File: src/rtl/riscv_cache_writeback.sv
// riscv_cache_writeback
//
// Write-back (evict) engine for the data cache. It takes one dirty line from the
// cache memory's evict buffer and sends it to the BIU as one write burst, one
// XLEN-bit beat per data acknowledge. Beats go out in linear order from the
// block-aligned base address. There is no critical-word-first ordering.
//
// Parameters
//   XLEN        data-beat width in bits (BIU data width)
//   PLEN        physical address width in bits
//   BLOCK_SIZE  cache block size in bytes; BEATS = 8*BLOCK_SIZE/XLEN (1,4,8,16)
//
// Ports
//   clk_i, rst_ni   clock, asynchronous active-low reset
//   evict_req_i     a line is presented on evict_adr_i/evict_q_i, held until evict_ack_o
//   evict_adr_i     line address; offset bits are ignored
//   evict_q_i       line data; bits [XLEN-1:0] hold the lowest address
//   evict_ack_o     1-cycle pulse: line captured, evict buffer may be reused
//   busy_o          a captured line is waiting for or in transit to the BIU
//   done_o          1-cycle pulse: final beat acknowledged by the BIU
//   err_o           1-cycle pulse: BIU error, burst aborted and line dropped
//   biu_stb_o       BIU request strobe (address phase)
//   biu_stb_ack_i   BIU accepted the request
//   biu_d_ack_i     BIU accepted the current data beat
//   biu_err_i       BIU error response
//   biu_adri_o      burst start address, block aligned
//   biu_we_o        write enable, high with biu_stb_o
//   biu_size_o      transfer size code (word / dword)
//   biu_type_o      burst type code (SINGLE / INCR4 / INCR8 / INCR16)
//   biu_d_o         current write beat
module riscv_cache_writeback #(
  parameter int XLEN       = 32,
  parameter int PLEN       = XLEN,
  parameter int BLOCK_SIZE = XLEN
) (
  input  logic                    clk_i,
  input  logic                    rst_ni,

  input  logic                    evict_req_i,
  input  logic [PLEN-1:0]         evict_adr_i,
  input  logic [8*BLOCK_SIZE-1:0] evict_q_i,
  output logic                    evict_ack_o,

  output logic                    busy_o,
  output logic                    done_o,
  output logic                    err_o,

  output logic                    biu_stb_o,
  input  logic                    biu_stb_ack_i,
  input  logic                    biu_d_ack_i,
  input  logic                    biu_err_i,
  output logic [PLEN-1:0]         biu_adri_o,
  output logic                    biu_we_o,
  output logic [2:0]              biu_size_o,
  output logic [2:0]              biu_type_o,
  output logic [XLEN-1:0]         biu_d_o
);

  localparam int BLK_BITS = 8 * BLOCK_SIZE;
  localparam int BEATS    = BLK_BITS / XLEN;
  localparam int CNT_BITS = (BEATS > 1) ? $clog2(BEATS) : 1;

  localparam logic [CNT_BITS-1:0] LAST_BEAT   = CNT_BITS'(BEATS - 1);
  localparam logic [PLEN-1:0]     OFFSET_MASK = PLEN'(BLOCK_SIZE - 1);

  localparam logic [2:0] SIZE_CODE = (XLEN == 64) ? 3'b011 : 3'b010;
  localparam logic [2:0] TYPE_CODE = (BEATS == 16) ? 3'b100 :
                                     (BEATS == 8)  ? 3'b011 :
                                     (BEATS == 4)  ? 3'b010 : 3'b000;

  typedef enum logic [1:0] {
    IDLE,
    REQ,
    DATA
  } state_t;

  state_t              state_q, state_d;
  logic [CNT_BITS-1:0] cnt_q, cnt_d;
  logic [PLEN-1:0]     adr_q;
  logic [XLEN-1:0]     beat_q [BEATS];
  logic                capture;

  // Next-state and handshake logic.
  // The BIU error has priority over every acknowledge. A d_ack in REQ counts only
  // when it arrives together with stb_ack. The counter advances only while it is
  // below the last beat, so it cannot wrap inside a burst.
  // evict_ack_o is gated with rst_ni so that it stays low during reset even when
  // a request is already pending.
  always_comb begin
    state_d     = state_q;
    cnt_d       = cnt_q;
    capture     = 1'b0;
    evict_ack_o = 1'b0;
    done_o      = 1'b0;
    err_o       = 1'b0;
    biu_stb_o   = 1'b0;

    unique case (state_q)
      IDLE: begin
        if (evict_req_i && rst_ni) begin
          capture     = 1'b1;
          evict_ack_o = 1'b1;
          cnt_d       = '0;
          state_d     = REQ;
        end
      end

      REQ: begin
        biu_stb_o = 1'b1;
        if (biu_err_i) begin
          err_o   = 1'b1;
          cnt_d   = '0;
          state_d = IDLE;
        end else if (biu_stb_ack_i) begin
          if (biu_d_ack_i) begin
            if (BEATS == 1) begin
              done_o  = 1'b1;
              cnt_d   = '0;
              state_d = IDLE;
            end else begin
              cnt_d   = cnt_q + 1'b1;
              state_d = DATA;
            end
          end else begin
            state_d = DATA;
          end
        end
      end

      DATA: begin
        if (biu_err_i) begin
          err_o   = 1'b1;
          cnt_d   = '0;
          state_d = IDLE;
        end else if (biu_d_ack_i) begin
          if (cnt_q == LAST_BEAT) begin
            done_o  = 1'b1;
            cnt_d   = '0;
            state_d = IDLE;
          end else begin
            cnt_d = cnt_q + 1'b1;
          end
        end
      end

      default: begin
        cnt_d   = '0;
        state_d = IDLE;
      end
    endcase
  end

  always_ff @(posedge clk_i or negedge rst_ni) begin
    if (!rst_ni) begin
      state_q <= IDLE;
      cnt_q   <= '0;
    end else begin
      state_q <= state_d;
      cnt_q   <= cnt_d;
    end
  end

  // Line capture. The offset bits are cleared here so that the address is aligned
  // for the whole burst.
  always_ff @(posedge clk_i or negedge rst_ni) begin
    if (!rst_ni) begin
      adr_q <= '0;
      for (int i = 0; i < BEATS; i++) begin
        beat_q[i] <= '0;
      end
    end else if (capture) begin
      adr_q <= evict_adr_i & ~OFFSET_MASK;
      for (int i = 0; i < BEATS; i++) begin
        beat_q[i] <= evict_q_i[i*XLEN +: XLEN];
      end
    end
  end

  assign busy_o     = (state_q != IDLE);
  assign biu_we_o   = biu_stb_o;
  assign biu_adri_o = adr_q;
  assign biu_size_o = busy_o ? SIZE_CODE : 3'b000;
  assign biu_type_o = busy_o ? TYPE_CODE : 3'b000;

  // cnt_q is 0 in REQ, so beat 0 is presented during the address phase.
  if (BEATS == 1) begin : g_single
    assign biu_d_o = beat_q[0];
  end else begin : g_multi
    assign biu_d_o = beat_q[cnt_q];
  end

endmodule

File: config.mk
export PLATFORM = sky130hd
export DESIGN_NAME = riscv_cache_writeback
export DESIGN_NICKNAME = d
export VERILOG_FILES = /design/src/rtl/riscv_cache_writeback.sv
export SDC_FILE = /design/constraint.sdc
export NUM_CORES = 1
export LEC_CHECK = 0
export CAP_MARGIN = 20
export CORE_UTILIZATION = 52
export CTS_CLUSTER_SIZE = 8
export DETAILED_ROUTE_END_ITERATION = 10
export PLACE_DENSITY = 0.94
export SLEW_MARGIN = 10
export SYNTH_ARGS = -nofsm -noshare
export SYNTH_HDL_FRONTEND = slang
export SYNTH_SLANG_ARGS = --single-unit
File: constraint.sdc
create_clock -name clk_i -period 3.4 [get_ports clk_i]
set_input_delay 0.51 -clock clk_i [delete_from_list [all_inputs] [get_ports clk_i]]
set_output_delay 0.51 -clock clk_i [all_outputs]
set_load 0.02 [all_outputs]
==> metrics, run 1 <==
simple-gate portion of the synthesized area=0.625%; WS Path Type=register to output pin; Final setup violation count=0; final antenna-violating net count=0; GPL Wtd Cong=0.819; leading cell type in the layout, fill and taps excluded=clkdlybuf4s50_1; Final Max Tran Viols=0; Final #Nets=1426; hpwl dp=21300 microns; Synth Instances=763; effective utilization at floorplan=52.9%; 1st-pass router iterations=4; Avg WL per Cell=21.6 microns; number of global-route vias before repair=9102; largest net degree at the start of global routing=150; P_int=11.0 mW; total length of routed wires=31400 microns; Area Overhead vs Synth=38.3%; compound-cell area share of the yosys netlist=0.312%; crit path buf inv count=2; die width=159 microns; Reg2Reg Depth=5; maximum operating frequency=303 MHz; Clk pin slew, worst setup/hold paths=0.05 ns; synth top area cells=dfrtp_1, mux2_1, mux4_2; met2 Usage GRT=43.7%; Setup TNS=0 ns; global routing usage on met3=8.31%; htree depth=2; share of the synthesized area in the top cell type=56.2%; Power Density=884 nW/um^2; Finished Layout Cells=1453; Yosys warning total=0; CP cell instances=buf_4 -> mux4_2 -> mux2_2 -> clkdlybuf4s50_1; RSZ-0062 raised after global routing=no; Static Leak=7.21 nW; Critical Path Max Stage Delay=0.81 ns; type of the worst min-delay path=primary input to asynchronous set/reset pin; first-pass GRT wire length=50000 microns; initial antenna violation count=2; register area share after synthesis=56.2%; post-synthesis mux area share=39.4%; Gate power share=39.0%; WP data arrival=2.80 ns; layout cells sized above 1=21.4%; post-synthesis adder-cell area fraction=0.488%; final worst-path setup slack=0.0945 ns; DP Cell Count=1402; Crit-path slowest cell=dfrtp_4; CTS tree=built; Reg2Reg Launch Point=state_q[0]; met1 Use GR=29.9%; Setup Skew=0.0193 ns; aggregate global-route resource usage=25.7%; worst reg2reg setup slack=1.29 ns; Worst VDD drop=564 uV; #FFs+latches synth=288; via count=7950; Die ar.=25300 sq um; clock power share=21.9%; crit-path leading delay family=buffers and inverters; Seq pwr share=39.1%; CTS sink cnt=288; CTS buffer count=41; post-synth top area cell=dfrtp_1; Slew @ Worst Pin=0.841 ns; Root Driver=clkbuf_16; worst setup path start=cnt_q[1]; Post-Synth XOR/XNOR Area=0%; vias per cell=5.47; most used routing layer=met2; Core Area=24200 sq um; Hold Fails Final Rpt=0; Rows=57; worst r2r dst=beat_q[233]; 1st-iter DRT viols=402; max cap viols=0; crit path launch type=register; Required @ worst endpoint=2.89 ns; Max-Slew Margin vs Limit=43.9%; die height=159 microns; Residual DRC=0; Post-Place Worst Slack=0.409 ns; Max FO, Critical Path=34; Sw Pwr=4.71 mW; post-synth design cell area=12800 sq um; count of distinct cell types in the synthesized netlist=27; port buffer count=356; minimum clock period=3.31 ns; Critical Path Stages=4; Mean Syn Cell Area=16.8 sq um; GRT overflow=0; Switching Fraction=30.1%; crit path capture type=output pin; commonest cells after routing, fill and taps aside=clkdlybuf4s50_1, dfrtp_1, mux2_1, mux2_2, mux4_2; crit share post-route=97.2%; Clk Latency, worst-skew pair=0.51 ns; Max Root-Sink Buffers=3; # IOs=370; status=complete, no violations; combinational family with the most area after synthesis=multiplexers
-- stage by stage --
step	hold slack (ns)	total power [mW]	cell area, sq um	utilization [%]
global placement	0.381	11.9	16600	68.6
finish	0.451	15.7	17700	73.1
detailed placement	0.384	12.2	16600	68.6
CTS	0.437	15.8	17700	73.0
global route	0.446	16.5	17700	73.1
floorplan	0.214	9.89	12800	-
-- synthesized netlist by cell type --
master / instances
a21o_1: 1
o211a_1: 1
ha_1: 5
o21ba_2: 1
and3_1: 1
mux2_1: 204
mux4_1: 3
and2_1: 1
nor2b_1: 2
buf_2: 36
a21boi_0: 1
conb_1: 1
inv_1: 4
nand2_1: 2
nor2_1: 3
buf_4: 12
dfrtp_1: 288
and4b_1: 1
clkbuf_1: 8
mux4_2: 61
nand2b_1: 3
mux2i_1: 2
nor3b_1: 1
o21ai_0: 1
buf_1: 1
mux2_2: 114
buf_6: 5
-- state kept, by name, indices dropped and copies added, names as in the netlist --
register,count
beat_q,256
biu_adri_o,27
state_q,2
cnt_q,3
-- power by group through the flow --
stage	Sequential [mW]	Clock (mW)	Combinational, mW
5_1_grt	6.35	3.66	6.52
2_1_floorplan	5.95	0	3.94
3_3_place_gp	6.08	0	5.80
3_5_place_dp	6.21	0	6.00
6_report	6.13	3.44	6.10
4_1_cts	6.16	3.53	6.14
-- kinds of logic (layout without fill, tap and decap cells) --
group / Yosys count / count (layout)
compound gates: 5 / 5
fa+ha+maj: 5 / 5
buf+inv: 66 / 423
flops: 288 / 288
mux: 384 / 384
other cells: 1 / 10
simple gates: 14 / 14
-- routing by layer --
metal | vias to the layer above | wire length, microns
met5 | - | 0
met4 | 0 | 1160
met3 | 76 | 2360
met2 | 326 | 15900
met1 | 4037 | 11900
li1 | 3511 | -
-- final cells by class --
type | instances | area (sq um)
Clock buffer | 43 | 1030
Multi-Input combinational cell | 416 | 5270
Fill cell | 1508 | 6510
Tap cell | 324 | 405
Timing Repair Buffer | 376 | 3790
Sequential cell | 288 | 7220
Inverter | 4 | 15.0
Antenna cell | 2 | 5.00
-- what timing repair did --
action,4_1_cts,5_1_grt
resized for setup,0,0
hold endpoints to repair,26,0
buffers inserted,1,4
endpoints found under the setup margin,24,9
hold buffers,1,0
-- worst max-delay path by stage --
| stage | endpoint | slack (ns) |
|---|---|---|
| final | biu_d_o[27] | 0.09 |
| after global routing | biu_d_o[10] | 0.01 |
| after detailed placement | biu_d_o[10] | 0.41 |
| after floorplan | biu_d_o[25] | 1.33 |
| after global placement | biu_d_o[10] | 0.42 |
| after CTS | biu_d_o[10] | 0.01 |
(Power assumes the default switching activity.)
==> run 2, diff against run 1 <==
--- a/config.mk
+++ b/config.mk
@@ -10,6 +10,7 @@
 export CTS_CLUSTER_SIZE = 8
 export DETAILED_ROUTE_END_ITERATION = 10
 export PLACE_DENSITY = 0.94
+export RECOVER_POWER = 50
 export SLEW_MARGIN = 10
 export SYNTH_ARGS = -nofsm -noshare
 export SYNTH_HDL_FRONTEND = slang
==> run 2 against run 1 <==
The run now ends with capacitance limit, slew limit left. Maximum frequency about the same. Critical path depth unchanged. Via count grew 0.26%. Sequential cell count unchanged. Sequential power hardly changed. Hold slack worse by 0.0090 ns. Count of clock-buffer cells in the layout stayed put. Clock power about the same. Cell count stayed put.
==> metrics, run 2 (synthesis results as in run 1) <==
Final Max Tran Viols=334 (+334); Hold Slack=0.442 ns (-0.00896 ns); Gate power share=38.7% (-0.3 points); number of global-route vias before repair=9102 (unchanged); first-pass GRT wire length=50000 microns (unchanged); Critical Path Stages=4 (unchanged); WS Path Type=register to output pin; crit path buf inv count=2 (unchanged); minimum clock period=3.30 ns (-0.00265 ns); Final #Nets=1426 (unchanged); type of the worst min-delay path=primary input to asynchronous set/reset pin; crit path launch type=register; CTS sink cnt=288 (unchanged); total power=15.6 mW (-0.43%); htree depth=2 (unchanged); die height=159 microns (unchanged); CP cell instances=buf_4 -> mux4_2 -> mux2_2 -> clkdlybuf4s50_1; sequential cell area=7220 sq um (unchanged); effective utilization at floorplan=52.9% (unchanged); P_int=10.9 mW (-0.54%); Setup TNS=0 ns (unchanged); Root Driver=clkbuf_16; Finished Layout Cells=1453 (unchanged); leading cell type in the layout, fill and taps excluded=clkdlybuf4s50_1; via count=7971 (+0.26%); Setup Skew=0.0196 ns (+0.000336 ns); Final setup violation count=0 (unchanged); CTS tree=built; Worst VDD drop=560 uV (-0.76%); max cap viols=3 (+3); Max-Slew Margin vs Limit=-33.3% (-77 points); Avg WL per Cell=21.6 microns (-0.11%); largest net degree at the start of global routing=150 (unchanged); Die ar.=25300 sq um (unchanged); final antenna-violating net count=0 (unchanged); Reg2Reg Launch Point=state_q[0]; # fillers=1514 (+0.40%); Crit-path slowest cell=dfrtp_4; worst reg2reg setup slack=0.44 ns (-0.85 ns); Util after Layout=73.0% (-0.14 points); Slew @ Worst Pin=2.00 ns (+1.16 ns); Max FO, Critical Path=34 (unchanged); vias per cell=5.49 (+0.26%); Required @ worst endpoint=2.89 ns (about the same); Hold Fails Final Rpt=0 (unchanged); 1st-pass router iterations=4 (unchanged); Max Root-Sink Buffers=3 (unchanged); worst setup path start=cnt_q[1]; Seq pwr share=39.2% (about the same); crit-path leading delay family=buffers and inverters; Clk Latency, worst-skew pair=0.51 ns (about the same); Sw Pwr=4.70 mW (-0.19%); Final Cell Area=17700 sq um (-0.20%); aggregate global-route resource usage=25.7% (unchanged); Critical Path Max Stage Delay=0.80 ns (about the same); crit path capture type=output pin; WP data arrival=2.79 ns (about the same); total length of routed wires=31300 microns (-0.11%); RSZ-0062 raised after global routing=no; Switching Fraction=30.2% (+0.074 points); clock power share=22.0% (about the same); Rows=57 (unchanged); DP Cell Count=1402 (unchanged); Core Area=24200 sq um (unchanged); violated checks=capacitance limit, slew limit; GRT overflow=0 (unchanged); hpwl dp=21300 microns (unchanged); maximum operating frequency=303 MHz (about the same); Post-Place Worst Slack=0.409 ns (unchanged); multi-input logic area=5270 sq um (about the same); Reg2Reg Depth=5 (unchanged); # IOs=370 (unchanged); layout cells sized above 1=21.3% (-0.089 points); max FFs per register=256 (unchanged); Worst Setup EP=biu_d_o[27]; Static Leak=7.22 nW (about the same); final worst-path setup slack=0.0972 ns (+0.00265 ns); Residual DRC=0 (unchanged); commonest cells after routing, fill and taps aside=clkdlybuf4s50_1, dfrtp_1, mux2_1, mux2_2, mux4_2; placed cell area=16600 sq um (unchanged); GPL Wtd Cong=0.819 (unchanged); CTS buffer count=41 (unchanged); Power Density=882 nW/um^2 (-0.23%); status=finished, violations left; worst r2r dst=beat_q[233]; die width=159 microns (unchanged); initial antenna violation count=2 (unchanged); Clk pin slew, worst setup/hold paths=0.05 ns (about the same); 1st-iter DRT viols=403 (+0.25%); port buffer count=356 (unchanged); crit share post-route=97.1% (about the same); Largest Register=beat_q; Area Overhead vs Synth=38.1%
[run 2: cell count changes in the layout (fill, tap and decap cells not counted), sizes merged]
cell           delta
clkdlybuf4s50    -27
dlygate4sd3      +27
buf               -4
clkbuf            +4
[run 2: layer usage]
layer / wire [microns] / global-route usage [%] / vias to the layer above
met5: 0 / 0 / -
met4: 1180 / 11.1 / 0
met3: 2310 / 8.31 / 77
met2: 15900 / 43.7 / 308
met1: 11900 / 29.9 / 4070
li1: - / - / 3516
[run 2: worst reg2reg max path, stage by stage, from the launching register on]
cell	delay [ns]
dfrtp_1	0.39
inv_1	0.12
ha_1	0.21
and3_1	0.30
clkbuf_4	1.18
mux2_2	0.64
[run 2: final cells by class]
type / instances / area share, %
Antenna cell: 2 / 0.0283
Tap cell: 324 / 2.29
Timing Repair Buffer: 376 / 21.2
Inverter: 4 / 0.0848
Clock buffer: 43 / 5.84
Sequential cell: 288 / 40.8
Multi-Input combinational cell: 416 / 29.7
[run 2: power by group through the flow]
stage	logic (mW)	clock network [mW]	registers (mW)
finish	6.04	3.44	6.12
global route	6.46	3.66	6.34
CTS	6.14	3.53	6.16
detailed placement	6.00	0	6.21
global placement	5.80	0	6.08
floorplan	3.94	0	5.95
[run 2: repair_timing]
item | in CTS | in global routing
hold endpoints to repair | 26 | 0
hold buffers | 1 | 0
setup buffers | 1 | 4
cloned | 0 | 0
gates resized for setup | 0 | 0
endpoints found under the setup margin | 24 | 9
[run 2: worst min-delay path by stage]
stage / depth (start not counted) / endpoint / start / slack [ns]
floorplan: 0 / beat_q[0] / rst_ni / 0.21
finish: 2 / beat_q[127] / rst_ni / 0.44
global placement: 1 / beat_q[193] / rst_ni / 0.38
CTS: 2 / beat_q[225] / rst_ni / 0.44
detailed placement: 1 / beat_q[33] / rst_ni / 0.38
global route: 2 / beat_q[64] / rst_ni / 0.44
